$ cat src/rtl/scoreboard_pkg.sv
// Shared types and default timing for the scoreboard pushbutton processors.
package scoreboard_pkg;

    // Per-channel press classifier states
    typedef enum logic [1:0] {
        IDLE  = 2'd0,
        PRESS = 2'd1,
        LONG  = 2'd2
    } pb_state_t;

    // Default timing, in clock cycles of a 1 kHz system clock
    localparam int PB_DEBOUNCE_TICKS = 20;
    localparam int PB_LONG_TICKS     = 1500;
    localparam int PB_REPEAT_TICKS   = 250;

endpackage

$ cat src/rtl/pb_channel.sv
// One pushbutton channel: 2-FF synchroniser, debouncer and short/long/repeat classifier.
module pb_channel
    import scoreboard_pkg::*;
#(
    parameter int DEBOUNCE_TICKS = PB_DEBOUNCE_TICKS,
    parameter int LONG_TICKS     = PB_LONG_TICKS,
    parameter int REPEAT_TICKS   = PB_REPEAT_TICKS,
    parameter bit REPEAT_EN      = 1'b1
) (
    input  logic clk_i,
    input  logic rst_ni,
    input  logic btn_i,
    output logic pressed_o,
    output logic short_o,
    output logic long_o,
    output logic repeat_o
);

    localparam int DB_W   = $clog2(DEBOUNCE_TICKS + 1);
    localparam int HOLD_W = $clog2(LONG_TICKS + 1);
    localparam int REP_W  = $clog2(REPEAT_TICKS + 1);

    logic              sync_1;
    logic              sync_2;
    logic              db_level;
    logic [DB_W-1:0]   db_cnt;
    logic              db_mismatch;
    logic              db_done;
    logic              db_rise;

    pb_state_t         state;
    pb_state_t         state_next;
    logic [HOLD_W-1:0] hold_cnt;
    logic [HOLD_W-1:0] hold_next;
    logic [REP_W-1:0]  rep_cnt;
    logic [REP_W-1:0]  rep_next;
    logic              short_next;
    logic              long_next;
    logic              repeat_next;

    // Two-flop synchroniser for the asynchronous pin
    always_ff @(posedge clk_i or negedge rst_ni) begin
        if (!rst_ni) begin
            sync_1 <= 1'b0;
            sync_2 <= 1'b0;
        end else begin
            sync_1 <= btn_i;
            sync_2 <= sync_1;
        end
    end

    assign db_mismatch = (sync_2 != db_level);
    assign db_done     = db_mismatch && (db_cnt == DB_W'(DEBOUNCE_TICKS - 1));
    // Debounced level goes high on this edge; lets the FSM start counting in step with pressed_o
    assign db_rise     = db_done && !db_level;

    // Debouncer: level follows sync only after DEBOUNCE_TICKS consecutive mismatches
    always_ff @(posedge clk_i or negedge rst_ni) begin
        if (!rst_ni) begin
            db_level <= 1'b0;
            db_cnt   <= '0;
        end else if (db_mismatch) begin
            if (db_done) begin
                db_level <= ~db_level;
                db_cnt   <= '0;
            end else begin
                db_cnt   <= db_cnt + DB_W'(1);
            end
        end else begin
            db_cnt <= '0;
        end
    end

    // Classifier state, counters and registered event pulses
    always_ff @(posedge clk_i or negedge rst_ni) begin
        if (!rst_ni) begin
            state    <= IDLE;
            hold_cnt <= '0;
            rep_cnt  <= '0;
            short_o  <= 1'b0;
            long_o   <= 1'b0;
            repeat_o <= 1'b0;
        end else begin
            state    <= state_next;
            hold_cnt <= hold_next;
            rep_cnt  <= rep_next;
            short_o  <= short_next;
            long_o   <= long_next;
            repeat_o <= repeat_next;
        end
    end

    // Next-state and event logic; a release always beats reaching the long threshold
    always_comb begin
        state_next  = state;
        hold_next   = hold_cnt;
        rep_next    = rep_cnt;
        short_next  = 1'b0;
        long_next   = 1'b0;
        repeat_next = 1'b0;
        case (state)
            IDLE: begin
                if (db_rise) begin
                    state_next = PRESS;
                    hold_next  = '0;
                end
            end
            PRESS: begin
                if (!db_level) begin
                    short_next = 1'b1;
                    // A new rise can coincide with the release being seen when debounce is short
                    state_next = db_rise ? PRESS : IDLE;
                    hold_next  = '0;
                end else if (hold_cnt == HOLD_W'(LONG_TICKS - 1)) begin
                    long_next  = 1'b1;
                    rep_next   = '0;
                    state_next = LONG;
                end else begin
                    hold_next  = hold_cnt + HOLD_W'(1);
                end
            end
            LONG: begin
                if (!db_level) begin
                    state_next = db_rise ? PRESS : IDLE;
                    hold_next  = '0;
                end else if (REPEAT_EN) begin
                    if (rep_cnt == REP_W'(REPEAT_TICKS - 1)) begin
                        repeat_next = 1'b1;
                        rep_next    = '0;
                    end else begin
                        rep_next    = rep_cnt + REP_W'(1);
                    end
                end
            end
            default: begin
                state_next = IDLE;
                hold_next  = '0;
                rep_next   = '0;
            end
        endcase
    end

    assign pressed_o = db_level;

endmodule

$ cat src/rtl/pushbutton_processor_v2.sv
// Multi-channel pushbutton processor: one independent pb_channel per button.
module pushbutton_processor_v2
    import scoreboard_pkg::*;
#(
    parameter int NUM_BTN        = 2,
    parameter int DEBOUNCE_TICKS = PB_DEBOUNCE_TICKS,
    parameter int LONG_TICKS     = PB_LONG_TICKS,
    parameter int REPEAT_TICKS   = PB_REPEAT_TICKS,
    parameter bit REPEAT_EN      = 1'b1
) (
    input  logic               clk_i,
    input  logic               rst_ni,
    input  logic [NUM_BTN-1:0] btn_i,
    output logic [NUM_BTN-1:0] pressed_o,
    output logic [NUM_BTN-1:0] short_o,
    output logic [NUM_BTN-1:0] long_o,
    output logic [NUM_BTN-1:0] repeat_o
);

    // Parameter sanity, reported at elaboration
    if (NUM_BTN < 1) begin : g_bad_num_btn
        $error("NUM_BTN must be >= 1");
    end
    if (DEBOUNCE_TICKS < 1) begin : g_bad_debounce
        $error("DEBOUNCE_TICKS must be >= 1");
    end
    if (LONG_TICKS <= DEBOUNCE_TICKS) begin : g_bad_long
        $error("LONG_TICKS must exceed DEBOUNCE_TICKS");
    end
    if (REPEAT_TICKS < 1) begin : g_bad_repeat
        $error("REPEAT_TICKS must be >= 1");
    end

    for (genvar i = 0; i < NUM_BTN; i++) begin : g_ch
        pb_channel #(
            .DEBOUNCE_TICKS (DEBOUNCE_TICKS),
            .LONG_TICKS     (LONG_TICKS),
            .REPEAT_TICKS   (REPEAT_TICKS),
            .REPEAT_EN      (REPEAT_EN)
        ) u_ch (
            .clk_i     (clk_i),
            .rst_ni    (rst_ni),
            .btn_i     (btn_i[i]),
            .pressed_o (pressed_o[i]),
            .short_o   (short_o[i]),
            .long_o    (long_o[i]),
            .repeat_o  (repeat_o[i])
        );
    end

endmodule
$ cat config.mk
export PLATFORM = sky130hd
export DESIGN_NAME = pushbutton_processor_v2
export DESIGN_NICKNAME = d
export VERILOG_FILES = /design/src/rtl/scoreboard_pkg.sv /design/src/rtl/pb_channel.sv /design/src/rtl/pushbutton_processor_v2.sv
export SDC_FILE = /design/constraint.sdc
export NUM_CORES = 1
export LEC_CHECK = 0
export ABC_AREA = 1
export CAP_MARGIN = 40
export CORE_MARGIN = 5
export CORE_UTILIZATION = 34
export DETAILED_ROUTE_END_ITERATION = 10
export SLEW_MARGIN = 40
export SYNTH_ARGS = -nofsm -noshare
export SYNTH_HDL_FRONTEND = slang
export SYNTH_HIERARCHICAL = 1
export SYNTH_SLANG_ARGS = --single-unit
$ cat constraint.sdc
create_clock -name clk_i -period 1.6 [get_ports clk_i]
set_input_delay 0.24 -clock clk_i [delete_from_list [all_inputs] [get_ports clk_i]]
set_output_delay 0.24 -clock clk_i [all_outputs]
set_load 0.03 [all_outputs]
==> Word-level counts from Yosys, hierarchy flattened <==
Index checks and enable logic that the tools add are counted.
{ "totals": {"word_cells": 124, "out_inout_bits": 8, "ff_bits": 64} }
{ "classes": {"eq_ne": 26, "bitwise": 4, "reduce_logical": 16, "mux": 52, "n_addsub": 6} }
{ "ops": {"columns": ["op", "n"], "rows": [
  ["2-to-1 mux 11 bit", 8],
  ["one-hot mux 11 bit (3 select lines)", 2],
  ["2-to-1 mux 8 bit", 8],
  ["one-hot mux 8 bit (3 select lines)", 2],
  ["adder 11 x 1 -> 11 bit, second input constant", 2],
  ["equality test 11 bit, second input constant", 2],
  ["2-to-1 mux 5 bit", 4],
  ["2-to-1 mux 1 bit", 18],
  ["adder 8 x 1 -> 8 bit, second input constant", 2],
  ["equality test 8 bit, second input constant", 2],
  ["2-to-1 mux 2 bit", 8],
  ["inequality test 2 x 1 -> 1 bit, second input constant", 8],
  ["inequality test 3 bit, second input constant", 4],
  ["one-hot mux 2 bit (3 select lines)", 2],
  ["AND reduction 3 bit", 4],
  ["adder 5 x 1 -> 5 bit, second input constant", 2],
  ["equality test 5 bit, second input constant", 2],
  ["AND reduction 4 bit", 2],
  ["equality test 2 x 1 -> 1 bit, second input constant", 2],
  ["equality test 2 bit, second input constant", 2],
  ["logical AND 1 bit", 4],
  ["zero test 2 bit", 2],
  ["inequality test 2 bit, second input constant", 2],
  ["inverter 1 bit", 4],
  ["other kinds (3)", 6]
]} }

==> Depth between registers and ports, before layout <==
{ "logic_depth": {"depth_word": 6, "ltp_mapped": 11, "ltp_nobuf": 10} }

==> Cells and area by module <==
The synthesis kept the hierarchy.
{ "modules_own_cells": {"columns": ["module", "area_per_inst_um2", "cells_each", "instances"], "rows": [
  ["pb_channel at g_ch[0].u_ch", 1878.1, 232, 1],
  ["pb_channel at g_ch[1].u_ch", 1873.0, 261, 1]
]} }

==> Worst setup path before layout <==
Ideal clock, no wire load.
{ "synth_path": {"kind": "register to register", "from": "reg g_ch[0].u_ch.hold_cnt[0]", "to": "reg g_ch[0].u_ch.rep_cnt[3]", "setup_time_ps": 118, "period_less_slack_ps": 1495, "path_buffers": 1, "t_arrival_ps": 1377, "t_required_ps": 1482, "path_slack_ps": 105, "path_stages_with_launch": 10, "path_cell_list": "dfrtp_1 ha_1 nand2_2 nor2_4 nand3_4 a21boi_4 inv_2 buf_6 nand2_2 o21ai_2"} }
{ "synth_between": {"elab_chain_len": 3} }
{ "synth_rtl": {"columns": ["element", "line_no", "rtl"], "rows": [
  ["from (decl)", "pb_channel.sv:33", "logic [HOLD_W-1:0] hold_cnt;"],
  ["from (signal assigned)", "pb_channel.sv:85", "hold_cnt <= hold_next;"],
  ["equality test 11 bit", "pb_channel.sv:114", "end else if (hold_cnt == HOLD_W'(LONG_TICKS - 1)) begin"],
  ["inequality test 2 x 1 -> 1 bit (no source line)", null, null],
  ["AND reduction 4 bit (no source line)", null, null],
  ["to (signal assigned)", "pb_channel.sv:86", "rep_cnt <= rep_next;"],
  ["to (decl)", "pb_channel.sv:35", "logic [REP_W-1:0] rep_cnt;"]
]} }
Every way passes these cells.
A chain may end at the register's enable or synchronous reset.

==> Final worst setup path <==
{ "layout_path": {"from": "reg g_ch[1].u_ch.long_o", "to": "out long_o[1]"} }
{ "layout_lines": {"columns": ["element", "line_no", "rtl"], "rows": [
  ["from (decl)", "pb_channel.sv:15", "output logic long_o,"],
  ["from (signal assigned)", "pb_channel.sv:88", "long_o <= long_next;"],
  ["to (decl)", "pushbutton_processor_v2.sv:16", "output logic [NUM_BTN-1:0] long_o,"]
]} }
No word-level cell between the ends.

==> flow_summary.json <==
{
  "status": "completed",
  "worst_slew_pin_slew_ps": 436,
  "r2r_start": "g_ch[1].u_ch/hold_cnt[0]$_DFFE_PN0P_",
  "numPlacedInstances": 652,
  "yosys_warnings": 6,
  "first_global_vias": 2984,
  "synth_edf_count": 0,
  "clk_path_buf_depth": 2,
  "htreeDepth": 3,
  "first_pass_iters": 4,
  "path_cells": "clkdlybuf4s50_1",
  "synth_compound_area_frac": 0.0837,
  "grt.total_usage": 0.123,
  "min_path_type": "primary input to flip-flop",
  "rr_worst_depth": 9,
  "clk_latency_ps": 340,
  "num_rows": 38,
  "drc": 0,
  "start_kind": "flip-flop",
  "cp_top_family": "buffers and inverters",
  "worst_ep_required_time_ps": 1360,
  "grt_max_degree": 65,
  "path_depth": 1,
  "r2r_slack_ps": 110,
  "synth_nets": 505,
  "cpMaxStageDelayCell": "clkdlybuf4s50_1",
  "maxCapViolCount": 0,
  "grt_antenna_before_repair": 0,
  "instances_no_fill": 669,
  "ant_nets": 0,
  "io_buffers": 11,
  "via_count": 3190,
  "synth_top_flop_cell": "dfrtp_1",
  "synth-xor-area-share": 0.0187,
  "post-place-ws_ps": 50.5,
  "ios": 12,
  "cpPeakStageDelay_ps": 660,
  "routed_wl_mm": 7.44,
  "p_leak_nw": 2.02,
  "criticalPathCategory": "flip-flop to primary output",
  "peakVddDrop_uv": 417,
  "cts_tree": "yes",
  "async_reset_ff_frac": 1.00,
  "r2r_end": "g_ch[1].u_ch/rep_cnt[3]$_DFFE_PN0P_",
  "vias_per_cell": 4.77,
  "hold_viol": 0,
  "rsz0062_at_grt": "true",
  "yosysSeqAreaShare": 0.427,
  "cts_root_buffer": "clkbuf_8",
  "setup_ws_ps": 41.6,
  "synthMuxAreaShare": 0,
  "synthAdderAreaFrac": 0.0267,
  "core_mm2": 0.0108,
  "p_per_area_mw_per_mm2": 698,
  "cts_setup_buffers": 0,
  "cts_inserted_buffers": 9,
  "ys_ff_latch": 64,
  "grt_pass1_wl_mm": 13.3,
  "die_h_um": 115,
  "critical_path.endpoint": "long_o[1]",
  "slew_viol_final": 0,
  "cp.buffers_inverters": 1,
  "first_iter_violations": 122,
  "areaGrowthSynthToFinish_pct": 15.2,
  "fin_crit_ps": 1560,
  "syn_area_mm2": 0.00375,
  "worstPathArrival_ps": 1320,
  "startpoint": "g_ch[1].u_ch/long_o$_DFF_PN0_",
  "avgRoutedWirePerCell_um": 11.1,
  "gp_congestion": 0.865,
  "dp_hpwl_mm": 5.28,
  "start_util": 0.346,
  "synthSimpleGateAreaFrac": 0.366,
  "clkTransAtPathRegs_ps": 70,
  "clock_skew_ps": 6.27,
  "drive_above_1_share": 0.157,
  "synth_cell_type_count": 35,
  "nNetsFinal": 536,
  "cts_sinks": 64,
  "avgSynthCellArea_um2": 7.61,
  "dieWidth_um": 115,
  "synth_top_family_by_area": "simple AND/OR/NAND/NOR gates",
  "end_kind": "primary output",
  "cp_max_fo": 1,
  "postSynthCellCount": 493,
  "max_slew_margin": 0.706,
  "fmax_ghz": 0.642,
  "finalSetupViolations": 0,
  "gr-total-overflow": 0,
  "diodes": 0,
  "die_area_mm2": 0.0132,
  "finalCritPeriodShare": 0.974
}
==> repair_timing <==
| item | 4_1_cts | 5_1_grt |
|---|---|---|
| hold buffers | 1 | 0 |
| pin swaps | 0 | 2 |
| endpoints found under the hold margin | 64 | 0 |
| gates resized for setup | 4 | 14 |
| setup endpoints to repair | 4 | 38 |
==> layout make-up <==
cell class | instances | area (µm²)
repair buffers | 27 | 235
fillers | 1115 | 6520
flip-flops and latches | 64 | 1600
multi-input cells | 362 | 1900
well taps | 140 | 175
clock buffers | 13 | 169
inverters | 60 | 230
clock inverters | 3 | 15.0
==> stage by stage <==
stage | setup TNS (ps) | hold WS [ps] | utilization | area (µm²) | total power, mW
finish | 0 | 342 | 0.399 | 4320 | 3.02
global route | -222 | 343 | 0.399 | 4320 | 3.15
CTS | 0 | 323 | 0.394 | 4270 | 3.08
detailed placement | 0 | 290 | 0.377 | 4090 | 1.76
global placement | 0 | 286 | 0.377 | 4090 | 1.76
floorplan | 0 | -55.6 | - | 3750 | 1.70
==> where the power goes <==
group / internal, mW / switching [mW]
sequential: 1.63 / 0.0116
clock: 0.682 / 0.611
combinational: 0.0271 / 0.0504
total: 2.34 / 0.673
==> state kept, by name, indices dropped and copies added, names as in the netlist <==
name / cells
g_ch.u_ch/hold_cnt: 22
g_ch.u_ch/sync_1: 2
g_ch.u_ch/sync_2: 2
g_ch.u_ch/state: 4
g_ch.u_ch/pressed_o: 2
g_ch.u_ch/long_o: 2
g_ch.u_ch/repeat_o: 2
g_ch.u_ch/rep_cnt: 16
g_ch.u_ch/db_cnt: 10
g_ch.u_ch/short_o: 2
==> per-layer routing <==
layer	share of wire	up-vias	GRT usage
li1	-	1642	-
met1	0.50	1488	0.170
met2	0.45	47	0.185
met3	0.029	13	0.0184
met4	0.020	0	0.0665
met5	0	-	0
==> worst min-delay path by stage <==
stage	depth (start not counted)	endpoint	slack [ps]	startpoint
6_report	1	g_ch[1].u_ch/sync_1$_DFF_PN0_	340	btn_i[1]
5_1_grt	1	g_ch[1].u_ch/sync_1$_DFF_PN0_	340	btn_i[1]
4_1_cts	1	g_ch[1].u_ch/sync_1$_DFF_PN0_	320	btn_i[1]
3_5_place_dp	2	g_ch[1].u_ch/hold_cnt[3]$_DFFE_PN0P_	290	rst_ni
3_3_place_gp	2	g_ch[1].u_ch/hold_cnt[3]$_DFFE_PN0P_	290	rst_ni
2_1_floorplan	0	g_ch[0].u_ch/db_cnt[0]$_DFF_PN0_	-60	rst_ni
==> synth_stat cells, types with 3 or more instances <==
library cell | n | share of area
xor2_1 | 6 | 0.014
nand2_2 | 11 | 0.018
nor2_2 | 3 | 0.0050
nor2_4 | 7 | 0.021
ha_1 | 8 | 0.027
o21ai_0 | 18 | 0.024
or2_2 | 4 | 0.0067
dfrtp_1 | 64 | 0.43
buf_6 | 5 | 0.015
inv_2 | 6 | 0.0060
o21ai_1 | 3 | 0.0040
nand3b_1 | 3 | 0.0060
inv_1 | 54 | 0.054
nand4_1 | 19 | 0.032
o21bai_1 | 3 | 0.0060
nand3_1 | 42 | 0.056
nand2_1 | 141 | 0.14
nor2_1 | 61 | 0.061
nor3_1 | 3 | 0.0040
o21ai_2 | 11 | 0.026
==> logic make-up after synthesis <==
group | Yosys count
XOR/XNOR | 8
flip-flops | 64
AND/OR/NAND/NOR | 300
AO/OA/AOI/OAI | 46
adder cells (fa/ha/maj) | 8
buffers and inverters | 67
==> placed cells by master, fill, tap and decap left out, types with 12 or more instances in the layout <==
cell | Yosys | layout
buf_4 | 1 | 15
inv_1 | 54 | 54
nand2_1 | 141 | 141
nand4_1 | 19 | 19
clkbuf_8 | 0 | 12
nand3_1 | 42 | 42
o21ai_0 | 18 | 18
nor2_1 | 61 | 58
dfrtp_1 | 64 | 64
No activity file was read; power rests on OpenSTA's default activity.
